File: src/rtl/data_dly_cfg.sv
// Runtime-configurable delay buffer on valid/ready streams: holds items until a programmed
// depth is collected, then streams at full rate; optionally drains on end-of-transaction.
module data_dly_cfg #(
  parameter int unsigned W_DATA  = 16,
  parameter int unsigned MAX_LEN = 8,
  parameter bit          EOT_EN  = 1'b1,
  parameter int unsigned W_CFG   = $clog2(MAX_LEN + 1)
) (
  input  logic              i_clk,
  input  logic              i_rst,
  input  logic              i_cfg_valid,
  output logic              o_cfg_ready,
  input  logic [W_CFG-1:0]  i_cfg_data,
  input  logic              i_din_valid,
  output logic              o_din_ready,
  input  logic [W_DATA-1:0] i_din_data,
  output logic              o_dout_valid,
  input  logic              i_dout_ready,
  output logic [W_DATA-1:0] o_dout_data
);

  localparam int unsigned W_CNT = $clog2(MAX_LEN + 1);
  localparam int unsigned W_PTR = (MAX_LEN > 1) ? $clog2(MAX_LEN) : 1;

  typedef enum logic [1:0] {StIdle, StFill, StStream, StDrain} state_e;

  state_e             r_state, w_state_nxt;
  logic [W_DATA-1:0]  r_mem [MAX_LEN];
  logic [W_PTR-1:0]   r_wr_ptr, r_rd_ptr;
  logic [W_CNT-1:0]   r_cnt, r_len, w_cnt_nxt, w_len_cap;
  logic               w_full, w_wr, w_rd, w_eot, w_cfg_hs;

  assign w_full      = (r_cnt == W_CNT'(MAX_LEN));
  assign w_wr        = i_din_valid && o_din_ready;
  assign w_rd        = o_dout_valid && i_dout_ready;
  assign w_cfg_hs    = i_cfg_valid && o_cfg_ready;
  assign w_eot       = EOT_EN && i_din_data[W_DATA-1];
  assign w_cnt_nxt   = r_cnt + W_CNT'(w_wr) - W_CNT'(w_rd);
  assign o_dout_data = r_mem[r_rd_ptr];

  // Saturate to the storage depth; a zero request behaves as a depth of one.
  always_comb begin
    w_len_cap = W_CNT'(i_cfg_data);
    if (32'(i_cfg_data) >= MAX_LEN) begin
      w_len_cap = W_CNT'(MAX_LEN);
    end else if (i_cfg_data == '0) begin
      w_len_cap = W_CNT'(1);
    end
  end

  always_comb begin
    o_cfg_ready  = 1'b0;
    o_din_ready  = 1'b0;
    o_dout_valid = 1'b0;
    if (!i_rst) begin
      unique case (r_state)
        StIdle:   o_cfg_ready = 1'b1;
        StFill:   o_din_ready = !w_full;
        StStream: begin
          o_din_ready  = !w_full || i_dout_ready;
          o_dout_valid = (r_cnt != '0);
        end
        StDrain:  o_dout_valid = (r_cnt != '0);
        default:  ;
      endcase
    end
  end

  always_comb begin
    w_state_nxt = r_state;
    unique case (r_state)
      StIdle: if (w_cfg_hs) w_state_nxt = StFill;
      StFill: begin
        if (w_wr && w_eot) begin
          w_state_nxt = StDrain;
        end else if (w_wr && (w_cnt_nxt >= r_len)) begin
          w_state_nxt = StStream;
        end
      end
      StStream: begin
        if (w_wr && w_eot) begin
          w_state_nxt = StDrain;
        end else if (!w_wr && (w_cnt_nxt == '0)) begin
          w_state_nxt = StFill;
        end
      end
      StDrain: if (w_cnt_nxt == '0) w_state_nxt = StIdle;
      default: w_state_nxt = StIdle;
    endcase
  end

  always_ff @(posedge i_clk) begin
    if (i_rst) begin
      r_state  <= StIdle;
      r_cnt    <= '0;
      r_len    <= '0;
      r_wr_ptr <= '0;
      r_rd_ptr <= '0;
    end else begin
      r_state <= w_state_nxt;
      r_cnt   <= w_cnt_nxt;
      if (w_cfg_hs) r_len <= w_len_cap;
      if (w_wr) begin
        r_wr_ptr <= (r_wr_ptr == W_PTR'(MAX_LEN - 1)) ? '0 : r_wr_ptr + W_PTR'(1);
      end
      if (w_rd) begin
        r_rd_ptr <= (r_rd_ptr == W_PTR'(MAX_LEN - 1)) ? '0 : r_rd_ptr + W_PTR'(1);
      end
    end
  end

  always_ff @(posedge i_clk) begin
    if (w_wr) r_mem[r_wr_ptr] <= i_din_data;
  end

endmodule

File: config.mk
export PLATFORM = sky130hd
export DESIGN_NAME = data_dly_cfg
export DESIGN_NICKNAME = d
export VERILOG_FILES = /design/src/rtl/data_dly_cfg.sv
export SDC_FILE = /design/constraint.sdc
export NUM_CORES = 1
export LEC_CHECK = 0
export ABC_AREA = 1
export BUFFER_PORTS_ARGS = -buffer_cell sky130_fd_sc_hd__clkbuf_2
export CAP_MARGIN = 20
export CORE_UTILIZATION = 45
export CTS_CLUSTER_DIAMETER = 80
export CTS_CLUSTER_SIZE = 10
export DETAILED_ROUTE_END_ITERATION = 8
export PLACE_DENSITY = 0.73
export SYNTH_ARGS = -nofsm -noshare
export SYNTH_HDL_FRONTEND = slang
export SYNTH_SLANG_ARGS = --single-unit
File: constraint.sdc
create_clock -name i_clk -period 3.9 [get_ports i_clk]
set_input_delay 0.585 -clock i_clk [delete_from_list [all_inputs] [get_ports i_clk]]
set_output_delay 0.585 -clock i_clk [all_outputs]
set_load 0.01 [all_outputs]
# == After elaboration in Yosys (flattened, before gate mapping) ==
# Memory sizes are Yosys's and may differ from the RTL's. A register that Yosys moved wholly into a read port is not among the register bits.
# Index checks and enable logic that the tools add are counted.
# op_classes
n_lt_le_gt_ge,2
addsub,4
reduce_logical,15
n_mux,21
eq_ne,10
# ops
operator,count
two-way mux 2 bit,6
two-way mux 3 bit,4
logical NOT 4 bit,2
two-way mux 4 bit,2
case mux 2 bit (4 select lines),1
two-way mux 1 bit,7
adder 3 x 1 -> 3 bit (second input constant),2
== test 3 bit (second input constant),2
logical AND 1 bit,6
inequality test 3 bit (second input constant),2
adder 4 x 1 -> 4 bit,1
== test 2 bit (second input constant),2
== test 4 bit (second input constant),1
>= comparator 4 bit,1
>= comparator 4 bit (second input constant),1
inequality test 2 bit (second input constant),2
AND reduction 4 bit,1
nonzero test 4 bit,1
subtractor 4 x 1 -> 4 bit,1
== test 2 x 1 -> 1 bit (second input constant),1
logical NOT 1 bit,2
logical NOT 2 bit,1
case mux 1 bit (2 select lines),1
OR reduction 2 bit,1
logical OR 1 bit,1
# totals
wordCells,58
mem_count,1
mem_bits_rw,128
regBits,16
inputBits,25
output_inout_bits,19
# memory_table
memory,words,width,read_ports,rd_ports_with_merged_regs,wr,line_no,source
r_mem,8,16,1,1,1,28,logic [W_DATA-1:0] r_mem [MAX_LEN];

# == Logic depth before layout (Yosys ltp) ==
# Gate-level depths: netlist of the first run.
# depth
ltp_word,13
mapped_depth,25
mapped_depth_nobuf,25

# == Worst setup path before layout of the first run ==
# Ideal clock, no wire load.
# synth_timing
path_type,register -> register
startpoint,reg r_state[0]
endpoint,reg r_state[0]
synth_period_minus_slack_ns,3.239
arrival_time_ns,3.126
path_buffers,0
t_required_ns,3.787
setup_slack_ns,0.661
path_stages_with_launch,21
setup_time_ns,0.113
path_cell_list,dfxtp_1 inv_1 ha_1 nor2_1 a211oi_1 nand2_1 inv_1 ha_1 inv_1 ha_1 fa_1 ha_1 inv_1 o21bai_1 nand2_1 nand3_1 nand2_1 nand3_2 nand3_2 nor2_1 nor2_1
# synth_via
elab_chain_cells,10
elab_cells_between_ends,30
cone_classes,add/sub (2); order compare (1); eq/ne (7); mux (9); reduce/logical (11)
# synth_lines
item,line_no,source
"start, declared",27,"state_e r_state, w_state_nxt;"
"start signal, assigned",94,r_state <= StIdle;
"start signal, assigned",100,r_state <= w_state_nxt;
== test 2 bit,56,unique case (r_state)
OR reduction 2 bit (no line) *,n/a,
two-way mux 1 bit *,n/a,
two-way mux 1 bit *,55,if (!i_rst) begin
via o_dout_valid,17,"output logic o_dout_valid,"
logical AND 1 bit *,35,assign w_rd = o_dout_valid && i_dout_ready;
subtractor 4 x 1 -> 4 bit *,38,assign w_cnt_nxt = r_cnt + W_CNT'(w_wr) - W_CNT'(w_rd);
via w_cnt_nxt[1],30,"logic [W_CNT-1:0] r_cnt, r_len, w_cnt_nxt, w_len_cap;"
>= comparator 4 bit / logical NOT 4 bit (equally long branches),"76, 83, 87",
logical AND 1 bit (on tied branches),"76, 83",
inequality test 3 bit (no line),n/a,
AND reduction 4 bit (no line) *,n/a,
# The timed path passes the listed nets; every way through them passes the cells marked *.
# A chain may end at the register's enable or synchronous reset.

# == Worst setup path after layout of the first run ==
# layout_timing
startpoint,reg r_state[0]
endpoint,reg r_state[0]
# layout_via
elab_chain_cells,10
elab_cells_between_ends,30
cone_classes,add/sub (2); order compare (1); eq/ne (7); mux (9); reduce/logical (11)
# layout_lines
item,line_no
== test 2 bit / == test 2 x 1 -> 1 bit (equally long branches),56
case mux 1 bit (2 select lines) / OR reduction 2 bit (equally long branches),n/a
two-way mux 1 bit (on tied branches),n/a
logical AND 1 bit / two-way mux 1 bit (equally long branches),"34, 55"
adder 4 x 1 -> 4 bit / logical AND 1 bit (equally long branches),"38, 35"
subtractor 4 x 1 -> 4 bit *,38
via w_cnt_nxt[2],30
>= comparator 4 bit / logical NOT 4 bit (equally long branches),"76, 83, 87"
logical AND 1 bit (on tied branches),"76, 83"
inequality test 3 bit (no line),n/a
AND reduction 4 bit (no line) *,n/a
# Marks and branches as above.

==> summary.txt, run 1 <==
Outcome
  – Status: complete, no violations

Placement
  – Place WS: 0.3397 ns
  – Post-DP HPWL: 7.483 mm
  – Cells after DPL: between 700 and 800
  – Port buffer count: 43
  – Placer congestion estimate: between 0.7 and 0.8

Critical path
  – CP Data Required Time: around 4.3 ns
  – Register-to-Register Path Depth: 23
  – Worst r2r src: r_state[0]$_SDFFE_PP0P_
  – R2r endpoint: r_state[0]$_SDFFE_PP0P_
  – WP data arrival: 3.78 ns
  – Startpoint types: flip-flop
  – Crit-path max FO: 6
  – CP endpoint kind: flip-flop
  – Setup CP Type: flip-flop to flip-flop
  – Reg-to-reg slack, setup: between 0.4 and 0.5 ns

Finish
  – Fin util: 54.27%
  – Fraction of layout cells with a size suffix above 1: 16.14%
  – Antenna cells: 0
  – Layout Cells excl Fill: 777
  – Nets: between 600 and 700
  – Area Growth Syn to Fin: 17.37%

Worst hold path
  – Hold path startpoint: i_cfg_data[1]
  – Hold Crit Depth: 3
  – Hold endpoint: r_len[1]$_SDFFE_PP0P_
  – Hold Crit Class: primary input to flip-flop

Synthesis
  – Ys flop type: edfxtp_1
  – Post-synthesis mux area share: 0%
  – Synth Instances: 534
  – Post-synthesis register bit count: around 150
  – Fraction of registers with async set/reset: 0%
  – Xor/xnor cell area share of the yosys netlist: 0%
  – Synthesis warning total: 0
  – Synth unique cells: 26
  – Post-Synth Adder-Cell Area: 4.209%
  – Post-synth EDFFs: about 130
  – Cell accounting for the most synthesized area: edfxtp_1
  – Synth Area in Compound Gates: 10.54%
  – Synth Area in Simple Gates: 12.63%
  – Most common cell in the netlist: nor2_1
  – Synth top area cells: edfxtp_1, nor2_1, dfxtp_1
  – Net count after synthesis: 579
  – Post-synth top cells: nor2_1, edfxtp_1, o21ai_0, nand2_1, inv_1
  – Largest family of logic cells by synthesized area: simple AND/OR/NAND/NOR gates
  – Synth Area per Inst: between 10 and 15 um2
  – Sequential-to-total area share from yosys stat: 68.98%
  – Yosys top cell area share: a little over three fifths
  – Synth Cell Area: 0.006123 mm2

Floorplan
  – Starting density of the core: 46.24%
  – Die Width: between 100 and 150 um
  – # rows: 42
  – Die area: approximately 0.014 mm2
  – Placeable Area: roughly 0.013 mm2
  – Ports: 44
  – Die Span Y: between 100 and 150 um

STA
  – Min cycle time layout: 3.427 ns
  – Setup WS post-layout: roughly 0.47 ns
  – Period Utilization, post-route: roughly 88%
  – Max Fclk: 0.2918 GHz
  – Slew HR: roughly two fifths
  – Final hold violation count: 0
  – Final Max Slew Viols: 0
  – Worst Skew: 0.005521 ns
  – RSZ-0062 raised after global routing: false
  – Fin Setup TNS: 0 ns
  – Measured slew at the worst slew-check pin: between 0.9 and 1 ns
  – Final setup viols: 0

Global route
  – Met3 Use GR: under 10%
  – Largest net degree at the start of global routing: 65
  – GR Overflow Total: 0
  – Vias in the first global route: ~4,000
  – Antenna violations before repair: 0
  – First-pass GRT wire length: about 20 mm
  – Met1 usage: around a quarter
  – Gr usage total: a little under a fifth
  – Grt peak-use layer: met2
  – Met2 usage: between 30% and 40%

Routing
  – Final wirelength: approximately 12 mm
  – Pre-antenna DRT Iters: 5
  – DRT antenna net count: 0
  – DR vias/cell: 5.308
  – Drt drc: 0
  – DR WL/cell: around 16 um
  – DR vias: roughly 4,100
  – Initial DRC count: around 400

CTS
  – Worst-Skew Late Latency: 0.42 ns
  – H-tree levels: 4
  – # clock sinks: 147
  – Longest Clk Path Bufs: 2
  – CTS tree: built
  – Root Driver: clkbuf_16
  – # hold bufs at CTS: 0
  – Total CTS buffers: 17
  – Worst-path clk slew: 0.06 ns

Job
  – Max-cap viol count: 0

Power and ir drop
  – PD cells: between 500 and 600 mW/mm2
  – Peak VDD IR: about 0.35 mV
  – Lkg Pwr: around 2.7 nW
  – Final Power: 3.827 mW
[per-layer routing]
metal,share of wire (%),wire (um),vias to the layer above
li1,-,-,1992
met3,5.3,657,21
met1,44,5503,1991
met5,0,0,-
met2,49,6073,120
met4,1.7,206,0
[how the worst max path moves through the flow]
stage,start,to
after CTS,r_state[0]$_SDFFE_PP0P_,r_state[1]$_SDFFE_PP0P_
after global placement,i_rst,r_state[0]$_SDFFE_PP0P_
after floorplan,r_state[0]$_SDFFE_PP0P_,r_state[0]$_SDFFE_PP0P_
final,r_state[0]$_SDFFE_PP0P_,r_state[0]$_SDFFE_PP0P_
after detailed placement,i_rst,r_state[1]$_SDFFE_PP0P_
after global routing,r_state[0]$_SDFFE_PP0P_,r_state[0]$_SDFFE_PP0P_
[through the flow]
stage                     area (um2)  hold WS, ns
after floorplan                 6123       0.4432
after global placement          6586       0.4589
after detailed placement        6586       0.4685
after CTS                       7127       0.4120
after global routing            7187       0.4267
final                           7187       0.4243
[sequential cells by signal (all words and copies together) (netlist names), named ones only]
name	flops
r_state	2
r_wr_ptr	3
r_mem	128
r_len	4
r_cnt	4
r_rd_ptr	3
[kinds of logic (layout without fill, tap and decap cells)]
kind of cell / after synthesis / count (layout)
AO/OA/AOI/OAI: 118 / 118
flip-flops: 147 / 147
adder cells (fa/ha/maj): 20 / 20
buffers and inverters: 58 / 125
AND/OR/NAND/NOR: 191 / 191
[report_power, final]
part           internal (mW)  switching [mW]  leakage, nW
clock                  0.866           0.620        0.250
combinational          0.201           0.359         1.11
sequential              1.75          0.0265         1.31
total                   2.82            1.01         2.66
[final cells by class]
| class | instances | area, um2 |
|---|---|---|
| fillers | 1082 | 6056 |
| inverters | 35 | 131.4 |
| clock inverters | 14 | 115.1 |
| well taps | 176 | 220.2 |
| flip-flops and latches | 147 | 4225 |
| multi-input cells | 329 | 1682 |
| clock buffers | 17 | 425.4 |
| repair buffers | 59 | 387.9 |
[cell usage in the layout (no fill, tap or decap)]
master,count
inv_1,32
o22ai_1,16
buf_16,2
bufinv_16,1
o211a_1,1
nand2_1,36
nor2_1,136
nor2_2,1
clkinv_2,2
inv_2,3
nand3_2,2
clkinvlp_4,5
nand3_4,1
buf_4,13
buf_12,1
o21ai_1,3
a31oi_1,16
clkbuf_2,43
nor2_4,1
o21bai_1,1
ha_1,19
clkinv_1,3
edfxtp_1,128
inv_6,2
a21oi_1,13
clkbuf_16,17
fa_1,1
o21ai_0,65
nand3_1,12
nand3b_1,1
clkinv_4,1
a211oi_1,2
nor3_1,1
a211oi_2,1
dfxtp_1,18
dfxtp_2,1
[worst max-delay path: stages (launching register included)]
cell,delay [ns]
dfxtp_1,0.38
inv_1,0.13
ha_1,0.27
nor2_1,0.16
a211oi_2,0.06
nand2_1,0.13
inv_1,0.10
ha_1,0.28
inv_1,0.04
ha_1,0.21
fa_1,0.41
nand2_1,0.10
nand2_1,0.07
ha_1,0.28
nand2_1,0.05
inv_1,0.06
nand3_1,0.08
nand3_1,0.10
nand2_1,0.06
nand3_2,0.06
nand3_2,0.10
nand2_1,0.08
nand2_1,0.05
nor2_1,0.10
[timing repair]
action / CTS / global route
setup buffers: 0 / 0
resized for setup: 0 / 1
endpoints found under the setup margin: 0 / 1
Power figures use the tool's default switching activity.
==> run 2: changes to the inputs <==
Settings changed: ABC_AREA 1 to 0.
==> run 2 against run 1 <==
Compared with the run above: register-to-register slack got worse by 0.25 ns; flip-flop and latch count did not move; clock-buffer cell count unchanged; critical endpoint is now r_state[1]$_SDFFE_PP0P_; largest power group unchanged.
==> summary.txt, run 2 <==
Outcome
  – Status: complete, no violations

Floorplan
  – Placeable Area: 0.01319 mm2 (-0.40%)
  – Die area: 0.01392 mm2 (-1.1%)
  – Die Width: 118.0 um (-0.56%)
  – Starting density of the core: 45.89% (-0.35 points)
  – Die Span Y: 118.0 um (-0.56%)
  – Ports: 44 (unchanged)
  – # rows: 42 (unchanged)

Critical path
  – WP data arrival: 3.97 ns (+0.19 ns)
  – Worst r2r src: r_cnt[2]$_SDFF_PP0_
  – CP Data Required Time: 4.19 ns (-0.06 ns)
  – CP endpoint kind: flip-flop
  – Reg-to-reg slack, setup: 0.22 ns (-0.25 ns)
  – Register-to-Register Path Depth: 19 (-17%)
  – Setup CP Type: flip-flop to flip-flop
  – R2r endpoint: r_state[1]$_SDFFE_PP0P_
  – Startpoint types: flip-flop
  – Crit-path max FO: 3 (-3)

Routing
  – Pre-antenna DRT Iters: 5 (unchanged)
  – DRT antenna net count: 0 (unchanged)
  – DR WL/cell: 19.06 um (+19%)
  – Final wirelength: 11.42 mm (-8.2%)
  – DR vias/cell: 5.331 (+0.43%)
  – DR vias: 3,193 (-23%)
  – Initial DRC count: 304 (-26%)
  – Drt drc: 0 (unchanged)

Worst hold path
  – Hold Crit Depth: 1 (-2)
  – Hold path startpoint: i_din_data[2]
  – Hold endpoint: r_mem[7][2]$_DFFE_PP_
  – Hold Crit Class: primary input to flip-flop

Finish
  – Layout Cells excl Fill: 599 (-23%)
  – Fraction of layout cells with a size suffix above 1: 38.77% (+23 points)
  – Commonest non-fill, non-tap cell in the layout: edfxtp_1
  – Final Cell Area: 0.007288 mm2 (+1.4%)
  – Max reg flops: 128 (unchanged)
  – Nets: 455 (-28%)
  – Area Growth Syn to Fin: 20.40%
  – Top Registers: r_mem: 128 flops, r_cnt: 4 flops, r_len: 4 flops
  – Most frequent cells in the layout: edfxtp_1, clkbuf_2, mux4_2, buf_4, inv_1
  – Reg with most FFs: r_mem
  – Antenna cells: 0 (unchanged)

Power and ir drop
  – Lkg Pwr: 2.479 nW (-6.8%)
  – Net switching power: 0.7386 mW (-27%)
  – Sw Share: 21.11% (-5.2 points)
  – Peak VDD IR: 0.2419 mV (-31%)
  – Clock group share of total power: 42.7% (+3.9 points)
  – Gate power share: 7.6% (-7.0 points)
  – PD cells: 480.1 mW/mm2 (-9.8%)
  – Final Power: 3.499 mW (-8.6%)
  – Internal power: 2.761 mW (-2.1%)
  – Sequential Power Share: 49.7% (+3.2 points)

Synthesis
  – Fraction of registers with async set/reset: 0% (unchanged)
  – Post-synth top cells: edfxtp_1, mux4_2, inv_1, dfxtp_1, ha_1
  – Synth top area cells: edfxtp_1, mux4_2, dfxtp_1
  – Synth Area per Inst: 17.96 um2 (+57%)
  – Synthesis warning total: 0 (unchanged)
  – Cell accounting for the most synthesized area: edfxtp_1
  – Synth Instances: 337 (-37%)
  – Most common cell in the netlist: edfxtp_1
  – Sequential-to-total area share from yosys stat: 69.78% (+0.80 points)
  – Synth unique cells: 41 (+58%)
  – Yosys top cell area share: 63.50% (+0.73 points)
  – Post-synthesis register bit count: 147 (unchanged)
  – Synth Cell Area: 0.006053 mm2 (-1.1%)
  – Ys flop type: edfxtp_1
  – Net count after synthesis: 382 (-34%)
  – Post-synth EDFFs: 128 (unchanged)

CTS
  – Root Driver: clkbuf_16
  – CTS tree: built
  – Worst-Skew Late Latency: 0.42 ns (about the same)
  – # clock sinks: 147 (unchanged)
  – Total CTS buffers: 17 (unchanged)
  – Longest Clk Path Bufs: 2 (unchanged)
  – Worst-path clk slew: 0.05 ns (about the same)
  – H-tree levels: 4 (unchanged)

Placement
  – Placer congestion estimate: 0.8756 (+10%)
  – Port buffer count: 43 (unchanged)
  – Post-DP Area: 0.006676 mm2 (+1.4%)
  – Cells after DPL: 565 (-24%)
  – Post-DP HPWL: 7.328 mm (-2.1%)
  – Place WS: -0.03254 ns (-0.3723 ns)

Global route
  – Met3 Use GR: 3.973% (-0.85 points)
  – Largest net degree at the start of global routing: 33 (-49%)
  – Vias in the first global route: 3,334 (-19%)
  – Met1 usage: 22.40% (-1.2 points)
  – Antenna violations before repair: 0 (unchanged)
  – Grt peak-use layer: met2
  – Gr usage total: 17.85% (-0.96 points)
  – GR Overflow Total: 0 (unchanged)
  – First-pass GRT wire length: 18.06 mm (-9.4%)
  – Met2 usage: 29.15% (-1.4 points)

STA
  – Setup WS post-layout: 0.2233 ns (-0.2494 ns)
  – Final setup viols: 0 (unchanged)
  – Period Utilization, post-route: 94.27% (+6.4 points)
  – Measured slew at the worst slew-check pin: 0.9342 ns (+0.009125 ns)
  – Final hold violation count: 0 (unchanged)
  – Worst Skew: 0.004727 ns (-0.0007934 ns)
  – Final Hold Slack: 0.4423 ns (+0.01807 ns)
  – Max Fclk: 0.2720 GHz (-6.8%)
  – Final Max Slew Viols: 0 (unchanged)
  – Slew HR: 37.63% (-0.60 points)
  – Min cycle time layout: 3.677 ns (+0.2494 ns)

Job
  – Max-cap viol count: 0 (unchanged)
## run 2: changes by cell type after synthesis, sizes merged, moves of 4 or more
cell,previous run,this run
o22ai,16,0
mux4,0,32
nor4b,0,4
nand3,15,2
mux2,0,16
nor2,138,15
o21ai,68,3
a31oi,16,0
inv,35,20
nand2,36,13
clkbuf,18,8
nor3b,0,4
## run 2: per-layer routing
layer	wire (um)	share of wire, %
met2	5831	51
met4	217	1.9
met5	0	0
met1	4982	44
met3	383	3.4
## run 2: worst max path at each step
stage,depth (start not counted),start,to
after floorplan,18,r_state[0]$_SDFFE_PP0P_,r_state[1]$_SDFFE_PP0P_
after global placement,17,i_dout_ready,r_state[1]$_SDFFE_PP0P_
after detailed placement,17,i_dout_ready,r_state[0]$_SDFFE_PP0P_
after CTS,18,r_state[0]$_SDFFE_PP0P_,r_state[0]$_SDFFE_PP0P_
after global routing,19,r_cnt[2]$_SDFF_PP0_,r_state[1]$_SDFFE_PP0P_
final,19,r_cnt[2]$_SDFF_PP0_,r_state[1]$_SDFFE_PP0P_
## run 2: layout make-up
cell class              count  area, um2
fillers                  1019       5902
multi-input cells         156       1793
flip-flops and latches    147       4227
well taps                 176      220.2
clock inverters            15      122.6
clock buffers              17      425.4
inverters                  21      80.08
repair buffers             67      420.4
## run 2: power by group through the flow
stage | registers [mW] | clock network [mW] | logic (mW)
3_5_place_dp | 1.77 | 0 | 0.229
3_3_place_gp | 1.77 | 0 | 0.214
5_1_grt | 1.74 | 1.59 | 0.291
2_1_floorplan | 1.77 | 0 | 0.138
6_report | 1.74 | 1.49 | 0.266
4_1_cts | 1.74 | 1.52 | 0.250
## run 2: what timing repair did
item                                    4_1_cts  5_1_grt
endpoints found under the hold margin         0        0
setup buffers                                 1        1
pin swaps                                     1        5
gates resized for setup                       3        7
hold buffers                                  0        0
endpoints found under the setup margin        2        2
## run 2: cell families after synthesis
kind of cell,after synthesis,synth area share [%]
flops,147,69.78
mux,50,15.21
simple gates,60,5.395
buf+inv,34,2.170
xor+xnor,1,0.1447
compound gates,25,3.039
fa+ha+maj,20,4.258
## run 2: critical path: stages, from the launching register on
cell and delay (ns):
dfxtp_1 0.30, inv_1 0.06, ha_1 0.19, or3b_4 0.26, o2111ai_4 0.15, nor2_4 0.12
clkinv_2 0.06, ha_1 0.27, inv_1 0.04, ha_1 0.20, fa_2 0.36, xnor2_2 0.16
inv_1 0.06, ha_1 0.28, nand2_1 0.05, o211ai_1 0.20, o311ai_2 0.19, buf_4 0.18
o41ai_2 0.33, a21oi_1 0.11
## run 2: per-stage QoR
step                setup TNS, ns  utilization, %
floorplan                       0               -
global placement                0           50.62
detailed placement       -0.03841           50.62
CTS                             0           54.94
global route             -0.02404           55.26
finish                          0           55.26
